**config.mk**
```make
export PLATFORM = sky130hd
export DESIGN_NAME = remove_cp_param_flat
export DESIGN_NICKNAME = d
export VERILOG_FILES = /design/src/rtl/ofdm_rx_pkg.sv /design/src/rtl/remove_cp_param_if.sv /design/src/rtl/wb_out_reg.sv /design/src/rtl/remove_cp_param.sv /design/src/flat_wrapper.sv
export SDC_FILE = /design/constraint.sdc
export NUM_CORES = 1
export LEC_CHECK = 0
export CAP_MARGIN = 30
export CORE_AREA = 2 2 72 88
export CTS_CLUSTER_SIZE = 12
export DETAILED_ROUTE_END_ITERATION = 7
export DIE_AREA = 0 0 74 90
export HOLD_SLACK_MARGIN = 0.03
export PLACE_DENSITY = 0.85
export SYNTH_ARGS = -nofsm -noshare
export SYNTH_HDL_FRONTEND = slang
export SYNTH_SLANG_ARGS = --single-unit
```
**constraint.sdc**
```tcl
create_clock -name CLK_I -period 2.4 [get_ports CLK_I]
set_clock_uncertainty 0.15 [all_clocks]
set_input_delay 0.48 -clock CLK_I [delete_from_list [all_inputs] [get_ports CLK_I]]
set_output_delay 0.48 -clock CLK_I [all_outputs]
set_load 0.02 [all_outputs]
```
**src/rtl/ofdm_rx_pkg.sv**
```systemverilog
// Shared OFDM receive-chain definitions: CP ratio codes, CP-stripper state encoding,
// and the CP length helper.
package ofdm_rx_pkg;

    localparam logic [1:0] CP_1_4  = 2'b00;
    localparam logic [1:0] CP_1_8  = 2'b01;
    localparam logic [1:0] CP_1_16 = 2'b10;
    localparam logic [1:0] CP_1_32 = 2'b11;

    typedef enum logic [1:0] {
        ST_IDLE = 2'd0,
        ST_CP   = 2'd1,
        ST_BODY = 2'd2
    } state_t;

    // CP length in samples for a given ratio code and FFT size.
    function automatic int unsigned cp_len(input logic [1:0] sel, input int unsigned log2Nfft);
        int unsigned sh;
        case (sel)
            CP_1_4:  sh = 2;
            CP_1_8:  sh = 3;
            CP_1_16: sh = 4;
            CP_1_32: sh = 5;
            default: sh = 2;
        endcase
        return (32'd1 << log2Nfft) >> sh;
    endfunction

endpackage

```
**src/rtl/remove_cp_param_if.sv**
```systemverilog
// Wishbone-style sample bus seen by the CP stripper (input stream, output stream, CP ratio).
// REMOVE_CP_STATS_EN adds the SYM_CNT_O / DROP_O statistics outputs.
interface remove_cp_param_if #(parameter int DW = 32);
    logic [DW-1:0] DAT_I;
    logic          WE_I;
    logic          STB_I;
    logic          CYC_I;
    logic          ACK_O;
    logic [1:0]    CP_SEL;
    logic [DW-1:0] DAT_O;
    logic          WE_O;
    logic          STB_O;
    logic          CYC_O;
    logic          SOS_O;
    logic          ACK_I;
`ifdef REMOVE_CP_STATS_EN
    logic [15:0]   SYM_CNT_O;
    logic [0:0]    DROP_O;
`endif

    modport slave (
        input  DAT_I, WE_I, STB_I, CYC_I, CP_SEL, ACK_I,
        output ACK_O, DAT_O, WE_O, STB_O, CYC_O, SOS_O
`ifdef REMOVE_CP_STATS_EN
        , output SYM_CNT_O, DROP_O
`endif
    );

    modport master (
        output DAT_I, WE_I, STB_I, CYC_I, CP_SEL, ACK_I,
        input  ACK_O, DAT_O, WE_O, STB_O, CYC_O, SOS_O
`ifdef REMOVE_CP_STATS_EN
        , input SYM_CNT_O, DROP_O
`endif
    );

endinterface

```
**src/rtl/wb_out_reg.sv**
```systemverilog
// One-deep Wishbone output register: loads on request, holds data while the sink stalls.
// The caller must only load when the slot is empty or being drained this cycle.
module wb_out_reg #(
    parameter int W = 32
) (
    input  logic         clk,
    input  logic         rst,
    input  logic         load,
    input  logic [W-1:0] dIn,
    input  logic         ackI,
    output logic         stb,
    output logic [W-1:0] dOut
);

    always_ff @(posedge clk or posedge rst) begin
        if (rst) begin
            stb  <= 1'b0;
            dOut <= '0;
        end else if (load) begin
            stb  <= 1'b1;
            dOut <= dIn;
        end else if (ackI) begin
            stb  <= 1'b0;
        end
    end

endmodule

```
**src/rtl/remove_cp_param.sv**
```systemverilog
// Parametrised cyclic-prefix remover: drops the CP of each OFDM symbol and forwards NFFT body
// samples with a start-of-symbol flag. Define REMOVE_CP_STATS_EN for symbol/drop statistics.
module remove_cp_param
    import ofdm_rx_pkg::*;
#(
    parameter int         DW         = 32,
    parameter int         LOG2_NFFT  = 8,
    parameter logic [1:0] CP_SEL_RST = 2'b00
) (
    input  logic              CLK_I,
    input  logic              RST_I,
    remove_cp_param_if.slave  bus
);

    localparam int             CW   = LOG2_NFFT + 1;
    localparam logic [CW-1:0]  LAST = CW'((1 << LOG2_NFFT) - 1);
`ifdef REMOVE_CP_STATS_EN
    localparam int             SW   = 2;   // {end-of-symbol, start-of-symbol}
`else
    localparam int             SW   = 1;   // {start-of-symbol}
`endif

    state_t            state, stateN;
    logic [CW-1:0]     cnt, cntN, cpLen;
    logic [1:0]        cpSel, cpSelN;
    logic              xfer, load, stbO, cycO;
    logic [SW-1:0]     sideIn, sideOut;
    logic [DW+SW-1:0]  outWord;

    assign cpLen = CW'(cp_len(cpSel, unsigned'(LOG2_NFFT)));

    // CP samples always flow; body samples wait for a free output slot.
    assign bus.ACK_O = !RST_I && bus.CYC_I && (state != ST_BODY || !stbO || bus.ACK_I);
    assign xfer      = bus.CYC_I && bus.STB_I && bus.WE_I && bus.ACK_O;

    always_ff @(posedge CLK_I or posedge RST_I) begin
        if (RST_I) begin
            state <= ST_IDLE;
            cnt   <= '0;
            cpSel <= CP_SEL_RST;
        end else begin
            state <= stateN;
            cnt   <= cntN;
            cpSel <= cpSelN;
        end
    end

    always_comb begin
        stateN = state;
        cntN   = cnt;
        cpSelN = cpSel;
        load   = 1'b0;
        if (!bus.CYC_I) begin
            stateN = ST_IDLE;
        end else begin
            case (state)
                ST_IDLE: begin
                    cpSelN = bus.CP_SEL;
                    cntN   = '0;
                    stateN = ST_CP;
                end
                ST_CP: if (xfer) begin
                    if (cnt == cpLen - 1'b1) begin
                        cntN   = '0;
                        stateN = ST_BODY;
                    end else begin
                        cntN = cnt + 1'b1;
                    end
                end
                ST_BODY: if (xfer) begin
                    load = 1'b1;
                    if (cnt == LAST) begin
                        cntN   = '0;
                        cpSelN = bus.CP_SEL;
                        stateN = ST_CP;
                    end else begin
                        cntN = cnt + 1'b1;
                    end
                end
                default: stateN = ST_IDLE;
            endcase
        end
    end

`ifdef REMOVE_CP_STATS_EN
    assign sideIn = {cnt == LAST, cnt == '0};
`else
    assign sideIn = cnt == '0;
`endif

    wb_out_reg #(.W(DW + SW)) u_outReg (
        .clk  (CLK_I),
        .rst  (RST_I),
        .load (load),
        .dIn  ({sideIn, bus.DAT_I}),
        .ackI (bus.ACK_I),
        .stb  (stbO),
        .dOut (outWord)
    );

    assign sideOut   = outWord[DW+SW-1:DW];
    assign bus.DAT_O = outWord[DW-1:0];
    assign bus.SOS_O = sideOut[0];
    assign bus.STB_O = stbO;
    assign bus.WE_O  = cycO;
    assign bus.CYC_O = cycO;

    always_ff @(posedge CLK_I or posedge RST_I) begin
        if (RST_I) cycO <= 1'b0;
        else       cycO <= bus.CYC_I | stbO;
    end

`ifdef REMOVE_CP_STATS_EN
    logic        cycFall, partial, dropQ;
    logic [15:0] symCnt;

    // CYC_I low while not idle is exactly the first cycle after its falling edge.
    assign cycFall = !bus.CYC_I && state != ST_IDLE;
    assign partial = state == ST_BODY || (state == ST_CP && cnt != '0);

    always_ff @(posedge CLK_I or posedge RST_I) begin
        if (RST_I) begin
            symCnt <= '0;
            dropQ  <= 1'b0;
        end else begin
            dropQ <= cycFall && partial;
            if (cycFall)
                symCnt <= '0;
            else if (stbO && bus.ACK_I && sideOut[1])
                symCnt <= symCnt + 16'd1;
        end
    end

    assign bus.SYM_CNT_O = symCnt;
    assign bus.DROP_O    = dropQ;
`endif

endmodule

```
**src/flat_wrapper.sv**
```systemverilog
// flat-port wrapper written by rule: the top's interface ports become plain ports
module remove_cp_param_flat import ofdm_rx_pkg::*;
#(
    parameter int         DW         = 32,
    parameter int         LOG2_NFFT  = 8,
    parameter logic [1:0] CP_SEL_RST = 2'b00
)
  (CLK_I, RST_I, bus_DAT_I, bus_WE_I, bus_STB_I, bus_CYC_I, bus_CP_SEL, bus_ACK_I, bus_ACK_O, bus_DAT_O, bus_WE_O, bus_STB_O, bus_CYC_O, bus_SOS_O);
  remove_cp_param_if #(.DW(DW)) bus_i ();
  input  logic CLK_I;
  input  logic RST_I;
  input wire logic [$bits(bus_i.DAT_I)-1:0] bus_DAT_I;
  input wire logic [$bits(bus_i.WE_I)-1:0] bus_WE_I;
  input wire logic [$bits(bus_i.STB_I)-1:0] bus_STB_I;
  input wire logic [$bits(bus_i.CYC_I)-1:0] bus_CYC_I;
  input wire logic [$bits(bus_i.CP_SEL)-1:0] bus_CP_SEL;
  input wire logic [$bits(bus_i.ACK_I)-1:0] bus_ACK_I;
  output wire logic [$bits(bus_i.ACK_O)-1:0] bus_ACK_O;
  output wire logic [$bits(bus_i.DAT_O)-1:0] bus_DAT_O;
  output wire logic [$bits(bus_i.WE_O)-1:0] bus_WE_O;
  output wire logic [$bits(bus_i.STB_O)-1:0] bus_STB_O;
  output wire logic [$bits(bus_i.CYC_O)-1:0] bus_CYC_O;
  output wire logic [$bits(bus_i.SOS_O)-1:0] bus_SOS_O;
  assign bus_i.DAT_I = bus_DAT_I;
  assign bus_i.WE_I = bus_WE_I;
  assign bus_i.STB_I = bus_STB_I;
  assign bus_i.CYC_I = bus_CYC_I;
  assign bus_i.CP_SEL = bus_CP_SEL;
  assign bus_i.ACK_I = bus_ACK_I;
  assign bus_ACK_O = bus_i.ACK_O;
  assign bus_DAT_O = bus_i.DAT_O;
  assign bus_WE_O = bus_i.WE_O;
  assign bus_STB_O = bus_i.STB_O;
  assign bus_CYC_O = bus_i.CYC_O;
  assign bus_SOS_O = bus_i.SOS_O;
  remove_cp_param #(.DW(DW), .LOG2_NFFT(LOG2_NFFT), .CP_SEL_RST(CP_SEL_RST)) u_core (.CLK_I(CLK_I), .RST_I(RST_I), .bus(bus_i));
endmodule
```
==> impl_metrics.py, run 1 <==
metrics = {
    "critical_path": {
        "worst_setup_path_startpoint": "u_core.cnt[0]",
        "timing.critical_path.cells": "ha_1 > nand3_2 > nor2_2 > nand3_1 > inv_1 > ha_2 > inv_1 > o31a_1 > o21bai_1 > o21a_1 > o21a_1",
        "crit_path_max_incr_delay_ns": 0.36,
        "crit_path_end_kind": "register",
        "critPathRequiredTime_ns": 2.45,
        "critical_path.reg2reg.endpoint": "u_core.state[0]",
        "critical_path.startpoint_type": "register",
        "timing.reg2reg.worst_path_depth": 11,
        "cp_max_fo": 3,
        "timing.reg2reg.setup_slack_ns": 0.13,
        "crit-reg2reg-launch": "u_core.cnt[0]",
        "worst_ep_arrival_time_ns": 2.33,
        "critical_path.endpoint": "u_core.state[0]",
        "worst-setup-path-type": "register to register",
        "crit_path_top_delay_cell": "sky130_fd_sc_hd__dfrtp_1",
    },
    "clock_network": {
        "clock_pin_transition_on_the_worst_setup_and_hold_timing_paths_ns": 0.09,
        "cts_tree": "built",
        "cts_htree_levels": 2,
        "cts.root.buffer_cell": "sky130_fd_sc_hd__clkbuf_8",
        "clock_tree.buffer_depth": 2,
        "cts_num_sinks": 48,
        "number_of_buffers_created_by_cts": 5,
        "clock_insertion_delay_worst_skew_ns": 0.30,
    },
    "floorplanning": {
        "die_w_um": 74,
        "initial_utilization": 0.396,
        "pin_count": 77,
        "fp-row-count": 31,
        "die_area_um2": 6660,
        "core_area_um2": 5860,
        "die_h_um": 90,
    },
    "routing": {
        "detail_route.iter0.violations": 48,
        "detail_route.wl_per_cell_um": 13.7,
        "antenna_violating_nets_post_route": 0,
        "via_per_inst": 4.91,
        "detail_route.first_pass.iterations": 4,
        "routed-via-count": 1807,
        "drc": 0,
        "route.final.wire_length_um": 5050,
    },
    "placement": {
        "post_dp_hpwl_um": 3840,
        "port-buffer-count": 76,
        "gp_congestion": 0.845,
        "post-place-cells": 358,
    },
    "power_and_ir_drop": {
        "p_int_mw": 1.45,
        "vdd_ir_max_uv": 477,
        "clock_power_share": 0.356,
        "net-switching-power_mw": 0.499,
        "reported_leakage_power_nw": 1.57,
        "comb_power_share": 0.204,
        "seqPwrFrac": 0.440,
        "swShare": 0.256,
        "power.density_nw_per_um2": 562,
    },
    "synth": {
        "netlist.top_cell.by_area": "sky130_fd_sc_hd__dfrtp_1",
        "edff_count_synth": 0,
        "yosys_warnings": 0,
        "fraction_of_synthesized_cell_area_taken_by_the_top_area_cell_type": 0.518,
        "post-synth-top-count-cell": "sky130_fd_sc_hd__dfrtp_1",
        "fraction_of_the_yosys_area_taken_by_sequential_cells": 0.518,
        "synth.distinct_cells": 47,
        "flop_and_latch_count_out_of_synthesis": 48,
        "syn_nets": 237,
        "yosys-top-cells-area": "sky130_fd_sc_hd__dfrtp_1 52%, sky130_fd_sc_hd__mux2_2 17%, sky130_fd_sc_hd__ha_1 4.3%",
        "synth.cell_area_um2": 2320,
        "synth_ff_type": "sky130_fd_sc_hd__dfrtp_1",
        "synth.cells.most_frequent": "48 x sky130_fd_sc_hd__dfrtp_1, 34 x sky130_fd_sc_hd__mux2_2, 14 x sky130_fd_sc_hd__inv_1, 9 x sky130_fd_sc_hd__nand2_1",
        "synthCells": 189,
        "post_synth.cell_area_avg_um2": 12.3,
        "synth_async_sr_flop_share": 1.00,
    },
    "global_route": {
        "antenna_violations_before_repair": 0,
        "gr-usage-all-layers": 0.163,
        "globalRoute.totalOverflow": 0,
        "via_count_of_the_first_global_routing_pass": 1882,
        "grt_first_pass_wirelength_um": 8710,
        "maximum_number_of_pins_on_one_net_before_global_route_repair": 49,
    },
    "finish": {
        "fraction_of_layout_instances_using_a_drive_strength_above_1": 0.276,
        "finalNonFillerCells": 368,
        "area_growth_syn_to_layout_pct": 49.8,
        "finish.net_count": 333,
        "num_antenna_cells": 0,
    },
    "sta": {
        "slew_headroom": 0.389,
        "finalSetupViolations": 0,
        "grt_setup_unrepaired": "no",
        "tns_ns": 0,
        "period_minus_slack_ns": 2.27,
        "period_share": 0.948,
        "max_freq_mhz": 440,
        "slew_viol_final": 0,
        "timing.final.hold_violations": 0,
        "worst_pin_slew_ns": 0.909,
    },
    "run": {
        "drv.max_cap_violation_count": 0,
    },
    "min_path": {
        "worst_hold_startpoint": "u_core.u_outReg.dOut[32]",
        "timing.hold.worst.class": "register to register",
    },
    "outcome": {
        "run_status": "completed",
    },
}
[registers in the layout, indices dropped and copies added (netlist names)]
| signal | cells |
|---|---|
| u_core.u_outReg.stb | 1 |
| u_core.state | 2 |
| u_core.u_outReg.dOut | 33 |
| u_core.cpSel | 2 |
| u_core.cnt | 9 |
| u_core.bus.CYC_O | 1 |
[kinds of logic (layout without fill, tap and decap cells)]
logic type	count (synthesis)	after routing	synth area share
DFF	48	48	0.518
and+or+nand+nor	43	43	0.101
AOI/OAI and AO/OA	36	36	0.136
adders and majority gates	8	8	0.0432
buffers and inverters	20	117	0.0367
muxes	34	34	0.165
[power by group through the flow]
stage                     Combinational, mW  Clock, mW  Sequential, mW
after floorplan                       0.230          0           0.876
after global placement                0.383          0           0.873
after detailed placement              0.399          0           0.873
after CTS                             0.399      0.721           0.858
after global routing                  0.445      0.748           0.862
final                                 0.398      0.695           0.859
[worst max-delay path: cells and delay by family, from the launching register on]
family          cells  cell delay, ns
buf+inv             2            0.12
compound gates      4            0.80
fa+ha+maj           2            0.39
flops               1            0.36
simple gates        3            0.35
[worst min path at each step]
stage,depth (start not counted),to
detailed placement,2,u_core.u_outReg.dOut[32]
global route,2,u_core.u_outReg.dOut[32]
global placement,2,u_core.u_outReg.dOut[32]
CTS,2,u_core.u_outReg.dOut[32]
floorplan,1,u_core.cnt[7]
finish,2,u_core.u_outReg.dOut[32]
[cell usage in the layout (no fill, tap or decap), drive strengths merged, types with 2 or more instances in the layout]
cell,instances
bufinv,2
o211ai,2
o2111ai,2
a221oi,2
o21ai,5
nor2b,4
clkbuf,6
buf,19
and2,3
nand3,4
ha,8
o21a,2
inv,15
o2bb2ai,4
a211o,2
dfrtp,48
clkdlybuf4s50,75
nor4,2
or2,2
o31ai,3
or3,3
mux2,34
nand2b,2
nor2,8
o22ai,2
nand2,10
[routing by layer]
metal  global-route usage  share of wire  vias up
li1                     -              -      875
met1                0.189           0.38      872
met2                0.295           0.55       54
met3               0.0381          0.055        6
met4               0.0394          0.011        0
met5                    0              0        -
[final cells by class]
| cell class | count | area [um2] |
|---|---|---|
| clock buffer | 5 | 68.8 |
| clock inverter | 3 | 68.8 |
| fill | 473 | 2380 |
| inverter | 14 | 52.6 |
| multi-input combinational | 121 | 1040 |
| sequential | 48 | 1200 |
| tap | 82 | 103 |
| timing repair buffer | 95 | 936 |
[repair_timing]
action                     CTS  global route
gates cloned                 0             0
pin swaps                    0             1
setup buffers                0             2
gates resized for setup      1             6
setup endpoints to repair    1             5
hold buffers                 0             0
[per-stage QoR]
| stage | hold slack [ns] | worst slack (ns) | cell area (um2) | power [mW] | utilization |
|---|---|---|---|---|---|
| 6_report | 0.338 | 0.125 | 3470 | 1.95 | 0.593 |
| 5_1_grt | 0.356 | 0.0149 | 3470 | 2.06 | 0.593 |
| 4_1_cts | 0.344 | 0.0299 | 3450 | 1.98 | 0.589 |
| 3_5_place_dp | 0.323 | -0.199 | 3310 | 1.27 | 0.566 |
| 3_3_place_gp | 0.317 | -0.158 | 3310 | 1.26 | 0.566 |
| 2_1_floorplan | 0.343 | 0.119 | 2320 | 1.11 | - |
(Power assumes the default switching activity.)
==> run 2: changes to the inputs <==
--- a/config.mk
+++ b/config.mk
@@ -12,6 +12,7 @@
 export DIE_AREA = 0 0 74 90
 export HOLD_SLACK_MARGIN = 0.03
 export PLACE_DENSITY = 0.85
+export SLEW_MARGIN = 20
 export SYNTH_ARGS = -nofsm -noshare
 export SYNTH_HDL_FRONTEND = slang
 export SYNTH_SLANG_ARGS = --single-unit
==> results of run 2 <==
Same layout as run 1: the final DEF is identical, and so are final timing and power.
==> run 3: changes to the inputs <==
--- a/config.mk
+++ b/config.mk
@@ -11,6 +11,7 @@
 export DETAILED_ROUTE_END_ITERATION = 7
 export DIE_AREA = 0 0 74 90
 export HOLD_SLACK_MARGIN = 0.03
+export MAX_ROUTING_LAYER = met4
 export PLACE_DENSITY = 0.85
 export SLEW_MARGIN = 20
 export SYNTH_ARGS = -nofsm -noshare
==> constraint.sdc (replaced) <==
create_clock -name CLK_I -period 2.4 [get_ports CLK_I]
set_clock_uncertainty 0.15 [all_clocks]
set_input_delay 0.48 -clock CLK_I [delete_from_list [all_inputs] [get_ports CLK_I]]
set_output_delay 0.48 -clock CLK_I [all_outputs]
set_load 0.01 [all_outputs]
==> impl_metrics.py, run 3 (same netlist as run 1, synthesis figures left out) <==
metrics = {
    "critical_path": {
        "worst_ep_arrival_time_ns": 2.32,
        "crit_path_top_delay_cell": "sky130_fd_sc_hd__dfrtp_1",
        "timing.critical_path.cells": "ha_2 > buf_4 > buf_4 > nand2_1 > a2111oi_4 > a21oi_2 > o211ai_2 > o22ai_1",
        "crit_path_end_kind": "register",
        "critPathRequiredTime_ns": 2.43,
        "cp_max_fo": 7,
        "critical_path.reg2reg.endpoint": "u_core.cnt[3]",
        "timing.reg2reg.worst_path_depth": 8,
        "critPathMostFrequentCell": "sky130_fd_sc_hd__buf_4",
        "crit_path_max_incr_delay_ns": 0.40,
        "critical_path.startpoint_type": "register",
        "path_delay_family": "compound AO/OA/AOI/OAI gates",
        "path_buf_inv": 2,
        "worst-setup-path-type": "register to register",
        "worst_setup_path_startpoint": "u_core.cnt[1]",
        "crit-reg2reg-launch": "u_core.cnt[1]",
        "timing.critical_path.depth": 8,
        "critical_path.endpoint": "u_core.cnt[3]",
        "timing.reg2reg.setup_slack_ns": 0.11,
    },
    "sta": {
        "period_share": 0.953,
        "tns_ns": 0,
        "worst_pin_slew_ns": 0.409,
        "period_minus_slack_ns": 2.29,
        "slew_headroom": 0.727,
        "max_freq_mhz": 437,
        "timing.final.hold_violations": 0,
        "worst_hold_slack_ns": 0.336,
        "slew_viol_final": 0,
        "finalSetupViolations": 0,
        "grt_setup_unrepaired": "no",
        "finalWorstSetupSlack_ns": 0.114,
    },
    "power_and_ir_drop": {
        "swShare": 0.279,
        "p_int_mw": 1.27,
        "power.density_nw_per_um2": 509,
        "reported_leakage_power_nw": 1.55,
        "comb_power_share": 0.227,
        "seqPwrFrac": 0.491,
        "vdd_ir_max_uv": 335,
        "net-switching-power_mw": 0.491,
        "clock_power_share": 0.282,
        "report.power.total_mw": 1.76,
    },
    "floorplanning": {
        "die_area_um2": 6660,
        "core_area_um2": 5860,
        "pin_count": 77,
        "fp-row-count": 31,
        "initial_utilization": 0.396,
        "die_h_um": 90,
        "die_w_um": 74,
    },
    "routing": {
        "detail_route.wl_per_cell_um": 14.2,
        "route.final.wire_length_um": 5230,
        "detail_route.first_pass.iterations": 5,
        "antenna_violating_nets_post_route": 0,
        "via_per_inst": 4.93,
        "detail_route.iter0.violations": 80,
        "routed-via-count": 1816,
        "drc": 0,
    },
    "clock_network": {
        "clock_insertion_delay_worst_skew_ns": 0.30,
        "cts_htree_levels": 2,
        "number_of_buffers_created_by_cts": 5,
        "postCtsHoldBufs": 0,
        "clock_tree.buffer_depth": 2,
        "cts_num_sinks": 48,
        "clock_pin_transition_on_the_worst_setup_and_hold_timing_paths_ns": 0.09,
        "cts.root.buffer_cell": "sky130_fd_sc_hd__clkbuf_8",
        "cts_tree": "built",
    },
    "finish": {
        "area_growth_syn_to_layout_pct": 48.9,
        "final-seq-area_um2": 1200,
        "layout.cell_area.non_filler_um2": 3450,
        "top_register": "u_core.u_outReg.dOut",
        "fill_cells": 482,
        "number_of_flip_flops_in_the_largest_register": 33,
        "fraction_of_layout_instances_using_a_drive_strength_above_1": 0.280,
        "num_antenna_cells": 0,
        "most_common_cell_after_layout_fill_and_taps_aside": "sky130_fd_sc_hd__clkdlybuf4s50_1",
        "multi_input_area_um2": 1060,
        "reg_top3": "u_core.u_outReg.dOut (33), u_core.cnt (9)",
        "layout.cells.most_common_list": "75 x sky130_fd_sc_hd__clkdlybuf4s50_1, 48 x sky130_fd_sc_hd__dfrtp_1, 34 x sky130_fd_sc_hd__mux2_2, 15 x sky130_fd_sc_hd__buf_4, 12 x sky130_fd_sc_hd__inv_1",
        "finalNonFillerCells": 368,
        "finish.net_count": 333,
        "layout.core_utilization": 0.589,
    },
    "placement": {
        "post_dp_hpwl_um": 3840,
        "post-place-cells": 356,
        "placed_cell_area_um2": 3300,
        "port-buffer-count": 76,
        "gp_congestion": 0.857,
        "pre_cts_slack_ns": -0.107,
    },
    "global_route": {
        "globalRoute.totalOverflow": 0,
        "antenna_violations_before_repair": 0,
        "via_count_of_the_first_global_routing_pass": 1782,
        "maximum_number_of_pins_on_one_net_before_global_route_repair": 49,
        "gr-usage-all-layers": 0.160,
        "grt_first_pass_wirelength_um": 8230,
    },
    "min_path": {
        "timing.hold.worst.class": "register to register",
        "worst_hold_path.num_cells": 2,
    },
    "outcome": {
        "run_status": "completed",
    },
    "run": {
        "drv.max_cap_violation_count": 0,
    },
}
[run 3: worst min-delay path by stage]
stage	startpoint	slack, ns	to
floorplan	u_core.cnt[7]	0.34	u_core.cnt[7]
global placement	u_core.u_outReg.dOut[32]	0.32	u_core.u_outReg.dOut[32]
detailed placement	u_core.u_outReg.dOut[32]	0.32	u_core.u_outReg.dOut[32]
CTS	u_core.u_outReg.dOut[32]	0.34	u_core.u_outReg.dOut[32]
global route	u_core.u_outReg.dOut[32]	0.36	u_core.u_outReg.dOut[32]
finish	u_core.u_outReg.dOut[32]	0.34	u_core.u_outReg.dOut[32]
[run 3: tightest hold or removal path: stages, from the launching register on]
cell and delay [ns]:
sky130_fd_sc_hd__dfrtp_1 0.35, sky130_fd_sc_hd__nand2_1 0.05, sky130_fd_sc_hd__o31ai_1 0.05
[run 3: final cells by class]
cell class	count	area share
inverters	14	0.0152
well taps	82	0.0297
clock inverters	1	0.00217
repair buffers	95	0.271
multi-input cells	121	0.308
flip-flops and latches	48	0.348
clock buffers	7	0.0250
[run 3: per-layer routing]
metal / share of wire / GRT usage
met5: 0 / -
met1: 0.42 / 0.200
met4: 0.016 / 0.0455
met3: 0.056 / 0.0303
met2: 0.51 / 0.262
[run 3: power by group through the flow]
stage	Sequential, mW	Clock, mW	Combinational, mW
2_1_floorplan	0.875	0	0.228
3_3_place_gp	0.877	0	0.365
3_5_place_dp	0.879	0	0.378
4_1_cts	0.864	0.520	0.381
5_1_grt	0.867	0.545	0.438
6_report	0.864	0.496	0.399
[run 3: what timing repair did]
item | CTS | global route
pin swaps | 1 | 2
setup buffers | 0 | 3
hold endpoints to repair | 0 | 0
endpoints found under the setup margin | 2 | 5
resized for setup | 2 | 9
